==> src/rtl/uart_tx_os_if.sv <==
// Byte-input handshake of the oversampled UART transmitter.
// Transfer rule: P_DATA moves on a rising clock edge where data_valid and ready are both 1;
// the source keeps data_valid and P_DATA stable until that edge, and ready does not wait for data_valid.
interface uart_tx_os_if #(
  parameter int DATA_WIDTH = 8
);
  logic [DATA_WIDTH-1:0] P_DATA;
  logic                  data_valid;
  logic                  ready;

  modport master (output P_DATA, output data_valid, input ready);
  modport slave  (input P_DATA, input data_valid, output ready);
endinterface

==> src/rtl/uart_tx_os.sv <==
// Oversampled UART transmitter: start bit, DATA_WIDTH data bits LSB first, optional parity, one stop bit.
// A one-entry holding register lets the next byte start right after the current stop bit.
module uart_tx_os #(
  parameter int DATA_WIDTH = 8
) (
  input  logic               CLK,
  input  logic               RST,
  uart_tx_os_if.slave        bus,
  input  logic [5:0]         Prescale,
  input  logic               parity_enable,
  input  logic               parity_type,
  output logic               TX_OUT,
  output logic               busy,
  output logic [2:0]         state_dbg
);

  localparam logic [2:0] IDLE   = 3'd0;
  localparam logic [2:0] START  = 3'd1;
  localparam logic [2:0] DATA   = 3'd2;
  localparam logic [2:0] PARITY = 3'd3;
  localparam logic [2:0] STOP   = 3'd4;

  localparam int            BW       = (DATA_WIDTH > 1) ? $clog2(DATA_WIDTH) : 1;
  localparam logic [BW-1:0] LAST_BIT = BW'(DATA_WIDTH - 1);

  logic [2:0]            state, state_n;
  logic [DATA_WIDTH-1:0] shift_reg, shift_n;
  logic [DATA_WIDTH-1:0] hold_reg, hold_reg_n;
  logic                  hold_full, hold_full_n;
  logic [BW-1:0]         bit_cnt, bit_cnt_n;
  logic [5:0]            presc_cnt, presc_cnt_n;
  logic [5:0]            presc_lat, presc_lat_n;
  logic                  par_en, par_en_n;
  logic                  par_bit, par_bit_n;
  logic                  tx_reg, tx_n;
  logic                  load;
  logic                  bit_done;
  logic [5:0]            presc_eff;

  assign presc_eff = (Prescale < 6'd4) ? 6'd4 : Prescale;
  assign bit_done  = (presc_cnt == presc_lat - 6'd1);

  assign bus.ready = ~hold_full;
  assign TX_OUT    = tx_reg;
  assign busy      = (state != IDLE);
  assign state_dbg = state;

  always_comb begin
    state_n     = state;
    shift_n     = shift_reg;
    hold_reg_n  = hold_reg;
    hold_full_n = hold_full;
    bit_cnt_n   = bit_cnt;
    presc_cnt_n = presc_cnt;
    presc_lat_n = presc_lat;
    par_en_n    = par_en;
    par_bit_n   = par_bit;
    load        = 1'b0;
    tx_n        = 1'b1;

    if (state != IDLE) presc_cnt_n = bit_done ? 6'd0 : presc_cnt + 6'd1;

    case (state)
      IDLE:   if (hold_full) load = 1'b1;
      START:  if (bit_done) begin
                state_n   = DATA;
                bit_cnt_n = '0;
              end
      DATA:   if (bit_done) begin
                shift_n = shift_reg >> 1;
                if (bit_cnt == LAST_BIT) state_n = par_en ? PARITY : STOP;
                else                     bit_cnt_n = bit_cnt + BW'(1);
              end
      PARITY: if (bit_done) state_n = STOP;
      STOP:   if (bit_done) begin
                if (hold_full) load = 1'b1;
                else           state_n = IDLE;
              end
      default: state_n = IDLE;
    endcase

    // Parity type is folded into the parity bit at load, so only the bit itself is kept.
    if (load) begin
      state_n     = START;
      shift_n     = hold_reg;
      hold_full_n = 1'b0;
      bit_cnt_n   = '0;
      presc_cnt_n = 6'd0;
      presc_lat_n = presc_eff;
      par_en_n    = parity_enable;
      par_bit_n   = (^hold_reg) ^ parity_type;
    end

    // Loads only happen with hold_full=1, so acceptance never collides with a load.
    if (bus.data_valid && !hold_full) begin
      hold_full_n = 1'b1;
      hold_reg_n  = bus.P_DATA;
    end

    case (state_n)
      START:   tx_n = 1'b0;
      DATA:    tx_n = shift_n[0];
      PARITY:  tx_n = par_bit_n;
      default: tx_n = 1'b1;
    endcase
  end

  always_ff @(posedge CLK or posedge RST) begin
    if (RST) begin
      state     <= IDLE;
      shift_reg <= '0;
      hold_reg  <= '0;
      hold_full <= 1'b0;
      bit_cnt   <= '0;
      presc_cnt <= 6'd0;
      presc_lat <= 6'd4;
      par_en    <= 1'b0;
      par_bit   <= 1'b0;
      tx_reg    <= 1'b1;
    end else begin
      state     <= state_n;
      shift_reg <= shift_n;
      hold_reg  <= hold_reg_n;
      hold_full <= hold_full_n;
      bit_cnt   <= bit_cnt_n;
      presc_cnt <= presc_cnt_n;
      presc_lat <= presc_lat_n;
      par_en    <= par_en_n;
      par_bit   <= par_bit_n;
      tx_reg    <= tx_n;
    end
  end

endmodule

==> src/flat_wrapper.sv <==
// flat-port wrapper written by rule: the top's interface ports become plain ports
module uart_tx_os_flat 
#(
  parameter int DATA_WIDTH = 8
)
  (CLK, RST, Prescale, parity_enable, parity_type, TX_OUT, busy, state_dbg, bus_P_DATA, bus_data_valid, bus_ready);
  uart_tx_os_if #(.DATA_WIDTH(DATA_WIDTH)) bus_i ();
  input  logic CLK;
  input  logic RST;
  input  logic [5:0] Prescale;
  input  logic parity_enable;
  input  logic parity_type;
  output logic TX_OUT;
  output logic busy;
  output logic [2:0] state_dbg;
  input wire logic [$bits(bus_i.P_DATA)-1:0] bus_P_DATA;
  input wire logic [$bits(bus_i.data_valid)-1:0] bus_data_valid;
  output wire logic [$bits(bus_i.ready)-1:0] bus_ready;
  assign bus_i.P_DATA = bus_P_DATA;
  assign bus_i.data_valid = bus_data_valid;
  assign bus_ready = bus_i.ready;
  uart_tx_os #(.DATA_WIDTH(DATA_WIDTH)) u_core (.CLK(CLK), .RST(RST), .bus(bus_i), .Prescale(Prescale), .parity_enable(parity_enable), .parity_type(parity_type), .TX_OUT(TX_OUT), .busy(busy), .state_dbg(state_dbg));
endmodule
==> config.mk <==
export PLATFORM = sky130hd
export DESIGN_NAME = uart_tx_os_flat
export DESIGN_NICKNAME = d
export VERILOG_FILES = /design/src/rtl/uart_tx_os_if.sv /design/src/rtl/uart_tx_os.sv /design/src/flat_wrapper.sv
export SDC_FILE = /design/constraint.sdc
export NUM_CORES = 1
export LEC_CHECK = 0
export ABC_AREA = 1
export CELL_PAD_IN_SITES_DETAIL_PLACEMENT = 2
export CELL_PAD_IN_SITES_GLOBAL_PLACEMENT = 2
export CORE_MARGIN = 2
export CORE_UTILIZATION = 36
export CTS_CLUSTER_DIAMETER = 200
export CTS_CLUSTER_SIZE = 16
export DETAILED_ROUTE_END_ITERATION = 8
export PLACE_DENSITY_LB_ADDON = 0.1
export SLEW_MARGIN = 20
export SYNTH_ARGS = -nofsm -noshare
export SYNTH_HDL_FRONTEND = slang
export SYNTH_SLANG_ARGS = --single-unit
==> constraint.sdc <==
create_clock -name CLK -period 4.6 [get_ports CLK]
set_clock_uncertainty 0.2 [all_clocks]
set_input_delay 0.69 -clock CLK [delete_from_list [all_inputs] [get_ports CLK]]
set_output_delay 0.69 -clock CLK [all_outputs]
set_load 0.02 [all_outputs]
After elaboration in Yosys (flattened, before gate mapping) --
Cells that the tools add are included.
Storage, ports and cells: flip-flop bits (word level) 38, input port bits 19
Cells by class: add/sub/neg operators 3, magnitude comparators 1, equal/unequal tests 12, multiplexer cells 28, bitwise gates (word level) 2, reduce and logical (&&, ||, !) cells 12
Operator list (number):
- 3-bit two-way mux | 12
- 6-bit two-way mux | 4
- 8-bit two-way mux | 3
- 3-bit one-hot mux with 5 select lines | 1
- 3-bit by 2-bit == test with 1-bit output (second input constant) | 4
- 2-bit nonzero test | 4
- 8-bit XOR reduction | 1
- 6-bit by 1-bit adder with 6-bit output (second input constant) | 1
- 3-bit by 1-bit == test with 1-bit output (second input constant) | 2
- 3-bit == test (second input constant) | 2
- 6-bit == test | 1
- 6-bit by 3-bit < comparator with 1-bit output (second input constant) | 1
- 3-bit by 1-bit != test with 1-bit output (second input constant) | 2
- 3-bit one-hot mux with 2 select lines | 1
- 3-bit nonzero test | 2
- 6-bit by 1-bit subtractor with 6-bit output (second input constant) | 1
- 1-bit two-way mux | 5
- 4-bit AND reduction | 1
- 3-bit by 1-bit adder with 3-bit output (second input constant) | 1
- 3-bit logical NOT | 1
- 3-bit by 2-bit != test with 1-bit output (second input constant) | 1
- 1-bit one-hot mux with 3 select lines | 1
- 1-bit one-hot mux with 2 select lines | 1
- 2-bit AND reduction | 1
- other kinds (4) | 4

Depth between registers and ports, before layout --
Gate-level depths: netlist (run 1).
word-level depth 7, gate-level depth with buffers 18, gate-level depth less buffers 18

Worst setup path after synthesis (run 1) --
OpenSTA, ideal clock, no wires.
path type flip-flop to flip-flop, start register u_core.presc_lat[0], end register u_core.presc_cnt[5], setup time 120 ps, data arrival time 1727 ps, required time 4280 ps, slack 2553 ps, cell stages (with the launch flop) 16, path buffers 1, cells stage by stage dfrtp_1 inv_2 ha_1 nand2_1 nand2_1 nor2_2 nand2_2 nor2_4 nand3_4 nand2_4 nand2_4 buf_6 nand2_2 inv_2 nor2_4 nor2_1
On the way: word-level cells in the longest chain between the ends 5, elaborated cells between the ends (all ways) 8
Ends and longest elaborated chain:
- start: declaration | RTL line uart_tx_os.sv:32 | logic [5:0] presc_lat, presc_lat_n;
- start signal: assignment | RTL line uart_tx_os.sv:127 | presc_lat <= presc_lat_n;
- 6-bit by 1-bit subtractor with 6-bit output (*) | RTL line uart_tx_os.sv:41 | assign bit_done = (presc_cnt == presc_lat - 6'd1);
- 6-bit == test (*) | RTL line uart_tx_os.sv:41
- 1-bit two-way mux / 6-bit two-way mux (equally long branches) | RTL line uart_tx_os.sv:75, uart_tx_os.sv:61
- 1-bit one-hot mux with 2 select lines / 6-bit two-way mux (equally long branches) | RTL line uart_tx_os.sv:63, uart_tx_os.sv:61
- 6-bit two-way mux / 2-bit nonzero test (equally long branches)
- end signal: assignment | RTL line uart_tx_os.sv:126 | presc_cnt <= presc_cnt_n;
- end: declaration | RTL line uart_tx_os.sv:31 | logic [5:0] presc_cnt, presc_cnt_n;
Mark *: on every way between the ends. The rest lies on a longest branch, timed or not. The select of a mux whose other input is x is not followed. A chain may end at the register's enable or synchronous reset.

Worst setup path after layout (run 1) --
start register u_core.state[1], in the netlist u_core.state_dbg[1], end output busy
On the way: word-level cells in the longest chain between the ends 1
Ends and longest elaborated chain:
- start: declaration | RTL line uart_tx_os.sv:26 | logic [2:0] state, state_n;
- start signal: assignment | RTL line uart_tx_os.sv:121 | state <= state_n;
- 3-bit nonzero test | RTL line uart_tx_os.sv:45 | assign busy = (state != IDLE);
- end: declaration | RTL line flat_wrapper.sv:14 | output logic busy;
No other way between the ends.

==> results of run 1 <==
cells by family after synthesis:
| logic type | synth area share (%) |
|---|---|
| simple gates | 30.3 |
| buf+inv | 9.35 |
| flops | 42.9 |
| compound gates | 6.93 |
| xor+xnor | 4.73 |
| mux | 3.55 |
| fa+ha+maj | 2.25 |
path summary, 6_finish.rpt:
check	from	to	slack, ns	depth (start not counted)
max	u_core.state_dbg[1]	busy	1.90	5
min	u_core.shift_reg[3]	u_core.shift_reg[2]	0.32	2
max reg2reg	u_core.presc_lat[1]	u_core.TX_OUT	1.96	17
min reg2reg	u_core.shift_reg[3]	u_core.shift_reg[2]	0.32	2
max in group asynchronous	RST	u_core.TX_OUT	3.20	3
min in group asynchronous	RST	u_core.presc_cnt[0]	0.63	3
power groups by stage:
stage                     Sequential [W]  Combinational, W  Clock (W)
after floorplan                 0.000620          0.000691          0
after global routing            0.000664           0.00107   0.000273
final                           0.000637          0.000930   0.000251
after global placement          0.000639          0.000893          0
after CTS                       0.000642          0.000953   0.000261
after detailed placement        0.000647          0.000936          0
layer usage:
metal  GRT usage, %  vias to the layer above
li1               -                      925
met1           24.2                      914
met2           35.6                       19
met3           3.26                        5
met4           4.92                        0
met5              0                        -
through the flow:
stage	total power [W]	cells
2_1_floorplan	0.00131	275
3_3_place_gp	0.00153	371
3_5_place_dp	0.00158	371
4_1_cts	0.00185	379
5_1_grt	0.00201	379
6_report	0.00182	379
critical path, delay by kind of cell (launching register included):
kind / cells / cell delay [ns]
buffers and inverters: 3 / 0.86
DFF: 1 / 0.49
and+or+nand+nor: 2 / 0.15
Yosys cell counts:
master	n
nor4_1	1
nand2_2	7
buf_2	1
o211ai_2	1
inv_2	4
xor2_1	6
o21ai_1	7
xnor2_1	6
nor3_1	1
nand2_1	78
dfrtp_1	36
o21ai_0	4
nand3_1	20
inv_1	41
a31oi_1	1
ha_1	4
nand3b_1	2
nor2_1	15
a32oi_1	1
nor2_4	2
o211ai_1	3
nand3_2	4
mux2_2	7
dfstp_2	2
nand3_4	1
o211a_1	1
nand4_1	5
a21oi_1	3
nand2_4	2
buf_6	3
o221ai_1	2
o22ai_1	1
nor2_2	3
final cells by class:
cell class              count  area, µm²  share of cell area (%)
well taps                  75       93.8                    3.58
repair buffers             25        248                    9.46
inverters                  45        169                    6.45
multi-input cells         188       1060                    40.5
flip-flops and latches     38        953                    36.4
clock inverters             2       12.5                   0.478
clock buffers               6       82.6                    3.15
placed cells by master, fill, tap and decap left out, drive strengths merged:
master          n
a21oi           3
a31oi           1
a32oi           1
buf             1
clkbuf          6
clkdlybuf4s50  24
clkinv          1
clkinvlp        1
dfrtp          36
dfstp           2
ha              4
inv            45
mux2            7
nand2          87
nand3          25
nand3b          2
nand4           5
nor2           20
nor3            1
nor4            1
o211a           1
o211ai          4
o21ai          11
o221ai          2
o22ai           1
xnor2           6
xor2            6
==> flow_metrics.py, run 1 <==
metrics = {
    "clock_tree": {
        "clkLatencyLatePin_ns": 0.30,
        "root_buffer": "clkbuf_8",
        "post_cts_resized": 0,
        "cts_setup_buffers": 0,
        "clockBufferDepth": 2,
        "holdBufCountCts": 0,
        "cts_made_buffers": 5,
        "clk_pin_slew_ns": 0.09,
        "clock_sinks": 38,
        "htreeDepth": 2,
        "cts_tree": "yes",
    },
    "layout": {
        "stdcell_area_um2": 2620,
        "diodes": 0,
        "nFillCells": 715,
        "layout-drive-gt1-share_pct": 13.8,
        "nNetsFinal": 326,
        "final_util_pct": 44.0,
        "syn_to_final_growth_pct": 17.9,
    },
    "timing": {
        "setup_viol_count_final": 0,
        "holdWs_ns": 0.324,
        "finalHoldViolations": 0,
        "clock.fmax_mhz": 370,
        "tightest_slew_ns": 0.529,
        "fin_crit_sh_pct": 58.8,
        "tns_ns": 0,
        "relSlewSlack_pct": 64.6,
        "rsz0062_at_grt": "false",
        "drv_slew": 0,
        "setup_slack_ns": 1.90,
        "period_minus_slack_ns": 2.70,
    },
    "synth": {
        "ys_types": 33,
        "syn-num-nets": 298,
        "netlist_instances": 275,
        "synth_seq_cells": 38,
        "synth.area.top_cells": "dfrtp_1 (41%), nand2_1 (13%), inv_1 (6.9%)",
        "synth.avg_cell_area_um2": 8.08,
        "synth_top_area_share_pct": 40.6,
        "synth.yosys.seq_area_share_pct": 42.9,
        "ys_warn_count": 0,
        "synth_top_cell_by_area": "dfrtp_1",
        "syn_area_um2": 2220,
    },
    "global_route": {
        "grt.total_usage_pct": 19.7,
        "grt_first_pass_wirelength_mm": 9.98,
        "antenna_found_initial": 0,
        "grt_overflow": 0,
        "grt_max_degree": 39,
        "grt_pass1_vias": 2038,
    },
    "worst_setup_path": {
        "required_ns": 3.71,
        "cp-end-kind": "primary output",
        "critPathSlowestCell": "clkdlybuf4s50_1",
        "critPathMaxFanout": 8,
        "critPathKind": "register to primary output",
        "start_kind": "register",
        "crit_path_cell_trace": "nor2_1 -> inv_1 -> nor2_1 -> inv_1 -> clkdlybuf4s50_1",
        "worstPathArrival_ns": 1.81,
        "slowest_delay_ns": 0.64,
    },
    "routing": {
        "top_layer_used": "met4",
        "totalWireLength_mm": 5.97,
        "wl_per_cell_um": 15.7,
        "drc_errors": 0,
        "drt_iter0_markers": 46,
        "dr_wl_met3_um": 108,
        "detail_route.first_pass.iterations": 4,
        "m1WireLength_mm": 2.70,
        "met2_length_mm": 3.10,
        "routed-via-count": 1863,
        "detail_route.vias_per_cell": 4.92,
        "ant_nets": 0,
    },
    "placement": {
        "post_dp_cell_area_um2": 2520,
        "place_congestion": 0.729,
        "place_ws_ns": 1.95,
        "dp_hpwl_mm": 4.51,
        "io_buffer_count": 24,
    },
    "die": {
        "start_util_pct": 37.3,
        "die_height_um": 82.5,
        "dieArea_um2": 6810,
        "die_w_um": 82.5,
        "core_area_um2": 5960,
        "rows": 28,
        "io_pins": 25,
    },
    "pwr": {
        "p_per_area_nw_per_um2": 694,
        "pwr-share-clk_pct": 13.8,
        "ir_drop_mv": 0.288,
        "internal_power_w": 0.000972,
        "netSwitchingFraction_pct": 46.6,
        "p_leak_nw": 1.29,
        "switchingPower_w": 0.000847,
        "pwr-share-seq_pct": 35.0,
        "p_comb_share_pct": 51.1,
    },
    "job": {
        "drv_cap": 0,
    },
    "hold_path": {
        "hold_class": "register to register",
    },
    "status": {
        "status": "finished clean",
    },
}
Note: power is estimated with default switching activity, not from simulation.
==> run 2: changes to the inputs <==
- CORE_UTILIZATION: 36 -> 30
- clock period: 4.6 -> 2.3 ns (I/O delays scaled with it)
==> flow_metrics.py, run 2 (synthesized netlist as in run 1, its figures left out) <==
metrics = {
    "timing": {
        "setup_slack_ns": 0.107,
        "finalHoldViolations": 0,
        "period_minus_slack_ns": 2.19,
        "relSlewSlack_pct": 65.3,
        "tightest_slew_ns": 0.521,
        "fin_crit_sh_pct": 95.3,
        "setup_viol_count_final": 0,
        "clock.fmax_mhz": 456,
        "rsz0062_at_grt": "true",
        "tns_ns": 0,
        "drv_slew": 0,
    },
    "routing": {
        "totalWireLength_mm": 6.10,
        "wl_per_cell_um": 14.7,
        "routed-via-count": 1926,
        "detail_route.vias_per_cell": 4.64,
        "drt_iter0_markers": 34,
        "ant_nets": 0,
        "detail_route.first_pass.iterations": 4,
        "drc_errors": 0,
    },
    "die": {
        "die_height_um": 90.0,
        "dieArea_um2": 8110,
        "start_util_pct": 30.8,
        "io_pins": 25,
        "rows": 31,
        "die_w_um": 90.0,
        "core_area_um2": 7210,
    },
    "global_route": {
        "antenna_found_initial": 0,
        "grt_overflow": 0,
        "grt_max_degree": 39,
        "grt_first_pass_wirelength_mm": 10.5,
        "grt.total_usage_pct": 16.1,
        "grt_pass1_vias": 2187,
    },
    "job": {
        "drv_cap": 0,
    },
    "pwr": {
        "p_per_area_nw_per_um2": 1360,
        "ir_drop_mv": 0.432,
        "power_w": 0.00379,
        "p_leak_nw": 1.35,
        "pwr-share-clk_pct": 12.5,
        "internal_power_w": 0.00204,
        "netSwitchingFraction_pct": 46.2,
        "pwr-share-seq_pct": 33.9,
        "p_comb_share_pct": 53.6,
        "switchingPower_w": 0.00175,
    },
    "layout": {
        "nFillCells": 870,
        "stdcell_area_um2": 2780,
        "syn_to_final_growth_pct": 25.2,
        "ff_latch_area_um2": 953,
        "diodes": 0,
        "layout_common_cells": "nand2_1 (75), inv_1 (38), dfrtp_1 (36)",
        "final_common_cell": "nand2_1",
        "fin_cells": 415,
        "nNetsFinal": 338,
        "multi_input_area_um2": 1080,
        "layout-drive-gt1-share_pct": 19.0,
    },
    "clock_tree": {
        "htreeDepth": 2,
        "root_buffer": "clkbuf_8",
        "cts_tree": "yes",
        "clockBufferDepth": 2,
        "clk_pin_slew_ns": 0.09,
        "clock_sinks": 38,
        "cts_made_buffers": 5,
        "clkLatencyLatePin_ns": 0.30,
        "holdBufCountCts": 0,
    },
    "worst_setup_path": {
        "rrSetupSlack_ns": 0.11,
        "worstPathArrival_ns": 2.15,
        "reg2reg_to": "u_core.shift_reg[4]",
        "critPathMaxFanout": 9,
        "required_ns": 2.26,
        "critPathKind": "register to register",
        "reg2regPathDepth": 12,
        "start_kind": "register",
        "cp-end-kind": "register",
        "reg2reg_from": "u_core.presc_lat[0]",
    },
    "hold_path": {
        "hold_class": "input port to asynchronous set/reset pin",
    },
    "placement": {
        "dp_hpwl_mm": 4.78,
        "post_dp_cell_area_um2": 2630,
        "place_ws_ns": 0.00607,
        "placed_cells": 404,
        "io_buffer_count": 24,
        "place_congestion": 0.755,
    },
    "status": {
        "status": "finished clean",
    },
}
run 2: worst max-delay path, stage by stage (launching register included):
cell      delay (ns)
dfrtp_1         0.38
inv_2           0.06
ha_4            0.26
inv_1           0.04
nand2_1         0.05
nand2_1         0.06
nor2_2          0.13
nand2_2         0.08
nor2_4          0.13
nand4_1         0.22
buf_6           0.22
nand2_2         0.10
o221ai_1        0.12
run 2: metal layers:
| metal | track usage [%] | share of wire [%] | vias to the layer above | wire, µm |
|---|---|---|---|---|
| met4 | 3.85 | 0.90 | 0 | 55 |
| met5 | 0 | 0 | - | 0 |
| li1 | - | - | 953 | - |
| met2 | 29.7 | 51 | 20 | 3130 |
| met1 | 19.2 | 46 | 948 | 2790 |
| met3 | 3.02 | 2.1 | 5 | 126 |
run 2: timing repair:
action,CTS,global route
gates resized for setup,0,14
setup endpoints to repair,1,27
endpoints found under the hold margin,0,0
pin swaps,1,1
setup buffers,1,2
run 2: worst max-delay path by stage:
stage	start	endpoint	slack (ns)	depth (start not counted)
2_1_floorplan	u_core.presc_lat[0]	u_core.presc_cnt[5]	0.25	15
3_3_place_gp	u_core.presc_lat[1]	u_core.TX_OUT	0.1	18
3_5_place_dp	u_core.presc_lat[1]	u_core.TX_OUT	0.006	18
4_1_cts	u_core.presc_lat[0]	u_core.TX_OUT	0.0007	17
5_1_grt	u_core.presc_lat[1]	u_core.TX_OUT	-0.05	17
6_report	u_core.presc_lat[0]	u_core.shift_reg[4]	0.11	12
run 2: through the flow:
stage | util [%] | hold WS (ns)
after floorplan | - | 0.255
after global placement | 36.5 | 0.307
after CTS | 37.8 | 0.304
after global routing | 38.5 | 0.357
after detailed placement | 36.5 | 0.305
final | 38.5 | 0.274
run 2: final cells by class:
| class | count | share of cell area [%] |
|---|---|---|
| multi-input cells | 188 | 39.0 |
| flip-flops and latches | 38 | 34.3 |
| repair buffers | 37 | 13.1 |
| inverters | 45 | 6.17 |
| well taps | 99 | 4.46 |
| clock buffers | 6 | 2.61 |
| clock inverters | 2 | 0.360 |
run 2: power by group through the flow:
| stage | registers [W] | logic [W] | clock network, W |
|---|---|---|---|
| 5_1_grt | 0.00134 | 0.00232 | 0.000520 |
| 2_1_floorplan | 0.00124 | 0.00138 | 0 |
| 6_report | 0.00128 | 0.00203 | 0.000472 |
| 4_1_cts | 0.00129 | 0.00198 | 0.000491 |
| 3_5_place_dp | 0.00130 | 0.00196 | 0 |
| 3_3_place_gp | 0.00128 | 0.00189 | 0 |
==> run 3: changes to the inputs <==
- CORE_MARGIN: 2 -> 4
==> flow_metrics.py, run 3 (synthesized netlist as in run 1, its figures left out) <==
metrics = {
    "clock_tree": {
        "cts_tree": "yes",
        "holdBufCountCts": 0,
        "clk_pin_slew_ns": 0.08,
        "cts_made_buffers": 5,
        "clkLatencyLatePin_ns": 0.30,
        "root_buffer": "clkbuf_8",
        "clockBufferDepth": 2,
        "clock_sinks": 38,
        "htreeDepth": 2,
    },
    "timing": {
        "holdWs_ns": 0.277,
        "relSlewSlack_pct": 65.6,
        "clock.fmax_mhz": 462,
        "finalHoldViolations": 0,
        "fin_crit_sh_pct": 94.0,
        "drv_slew": 0,
        "setup_viol_count_final": 0,
        "period_minus_slack_ns": 2.16,
        "tightest_slew_ns": 0.516,
    },
    "layout": {
        "nNetsFinal": 340,
        "fin_cells": 417,
        "final_common_cell": "nand2_1",
        "layout-drive-gt1-share_pct": 19.8,
        "layout_common_cells": "nand2_1 (76), inv_1 (38), dfrtp_1 (36)",
        "syn_to_final_growth_pct": 29.9,
        "diodes": 0,
        "final_util_pct": 40.0,
        "stdcell_area_um2": 2890,
    },
    "routing": {
        "detail_route.first_pass.iterations": 3,
        "drt_iter0_markers": 23,
        "ant_nets": 0,
        "detail_route.vias_per_cell": 4.61,
        "drc_errors": 0,
        "wl_per_cell_um": 15.3,
        "totalWireLength_mm": 6.38,
        "routed-via-count": 1922,
    },
    "global_route": {
        "grt_pass1_vias": 2119,
        "grt_overflow": 0,
        "antenna_found_initial": 0,
        "grt_max_degree": 39,
        "grt_first_pass_wirelength_mm": 10.4,
        "grt.total_usage_pct": 15.3,
    },
    "worst_setup_path": {
        "cp_num_buf_inv": 4,
        "slowest_delay_ns": 0.38,
        "crit_path_cell_trace": "inv_2 -> ha_4 -> inv_1 -> nand2_1 -> nand2_2 -> nor2_4 -> nand2_2 -> nor2_4 -> nand3_4 -> nand2_4 -> nand2_8 -> buf_12 -> nand3_2 -> nand2_2 -> nand3_2 -> nand2_1 -> inv_1",
        "critPathMaxFanout": 6,
        "start_kind": "register",
        "critPathKind": "register to register",
        "reg2regPathDepth": 17,
        "cp-end-kind": "register",
        "critPathTopFamily": "simple AND/OR/NAND/NOR gates",
        "crit_cells": 17,
        "required_ns": 2.34,
        "rrSetupSlack_ns": 0.14,
        "critPathSlowestCell": "dfrtp_1",
        "path_common_cell": "nand2_2",
        "worstPathArrival_ns": 2.21,
    },
    "placement": {
        "place_congestion": 0.765,
        "placed_cells": 403,
        "post_dp_cell_area_um2": 2640,
        "io_buffer_count": 24,
        "dp_hpwl_mm": 4.80,
    },
    "die": {
        "die_height_um": 94.0,
        "core_area_um2": 7210,
        "start_util_pct": 30.8,
        "io_pins": 25,
        "die_w_um": 94.0,
        "dieArea_um2": 8840,
        "rows": 31,
    },
    "pwr": {
        "ir_drop_mv": 0.439,
        "p_leak_nw": 1.39,
        "power_w": 0.00413,
        "p_per_area_nw_per_um2": 1430,
    },
    "hold_path": {
        "hold_class": "input port to asynchronous set/reset pin",
    },
    "job": {
        "drv_cap": 0,
    },
    "status": {
        "status": "finished clean",
    },
}
==> run 3: per-layer routing <==
| layer | wire (µm) | up-vias | GRT usage, % |
|---|---|---|---|
| met4 | 87 | 0 | 5.05 |
| met2 | 3350 | 18 | 27.1 |
| met1 | 2800 | 944 | 18.5 |
| met3 | 140 | 6 | 2.72 |
| li1 | - | 954 | - |
| met5 | 0 | - | 0 |
==> run 3: final cells by class <==
type                            count  area [µm²]
Fill cell                         851        4330
Multi-Input combinational cell    188        1090
Sequential cell                    38         953
Timing Repair Buffer               39         398
Inverter                           45         174
Tap cell                           99         124
Clock buffer                        6        82.6
Clock inverter                      2        60.1
==> run 3: worst paths after layout <==
kind / startpoint / to
worst max register to register: u_core.presc_lat[1] / u_core.TX_OUT
min in group CLK: u_core.shift_reg[7] / u_core.shift_reg[7]
worst max-delay path: u_core.presc_lat[1] / u_core.TX_OUT
worst min register to register: u_core.shift_reg[7] / u_core.shift_reg[7]
max in group asynchronous: RST / u_core.TX_OUT
worst min-delay path: RST / u_core.presc_lat[3]
==> run 3: metrics by stage <==
step           TNS (ns)  setup WS, ns
2_1_floorplan         0         0.253
3_3_place_gp          0         0.109
3_5_place_dp          0        0.0610
4_1_cts               0        0.0385
5_1_grt         -0.0348       -0.0258
6_report              0         0.137
==> run 3: timing repair <==
action / 4_1_cts / 5_1_grt
resized for setup: 1 / 12
cloned: 0 / 1
endpoints found under the setup margin: 1 / 19
pin swaps: 0 / 5
setup buffers: 0 / 5
==> run 3: power breakdown <==
group          switching (W)  internal, W
logic                0.00121     0.000911
clock network       0.000258     0.000463
registers           0.000305     0.000979
==> run 3: worst register-to-register path, stage by stage, from the launching register on <==
cell and delay (ns):
dfrtp_1 0.38, inv_2 0.06, ha_4 0.27, inv_1 0.04
nand2_1 0.06, nand2_2 0.06, nor2_4 0.11, nand2_2 0.07
nor2_4 0.13, nand3_4 0.10, nand2_4 0.10, nand2_8 0.09
buf_12 0.16, nand3_2 0.06, nand2_2 0.07, nand3_2 0.06
nand2_1 0.05, inv_1 0.04
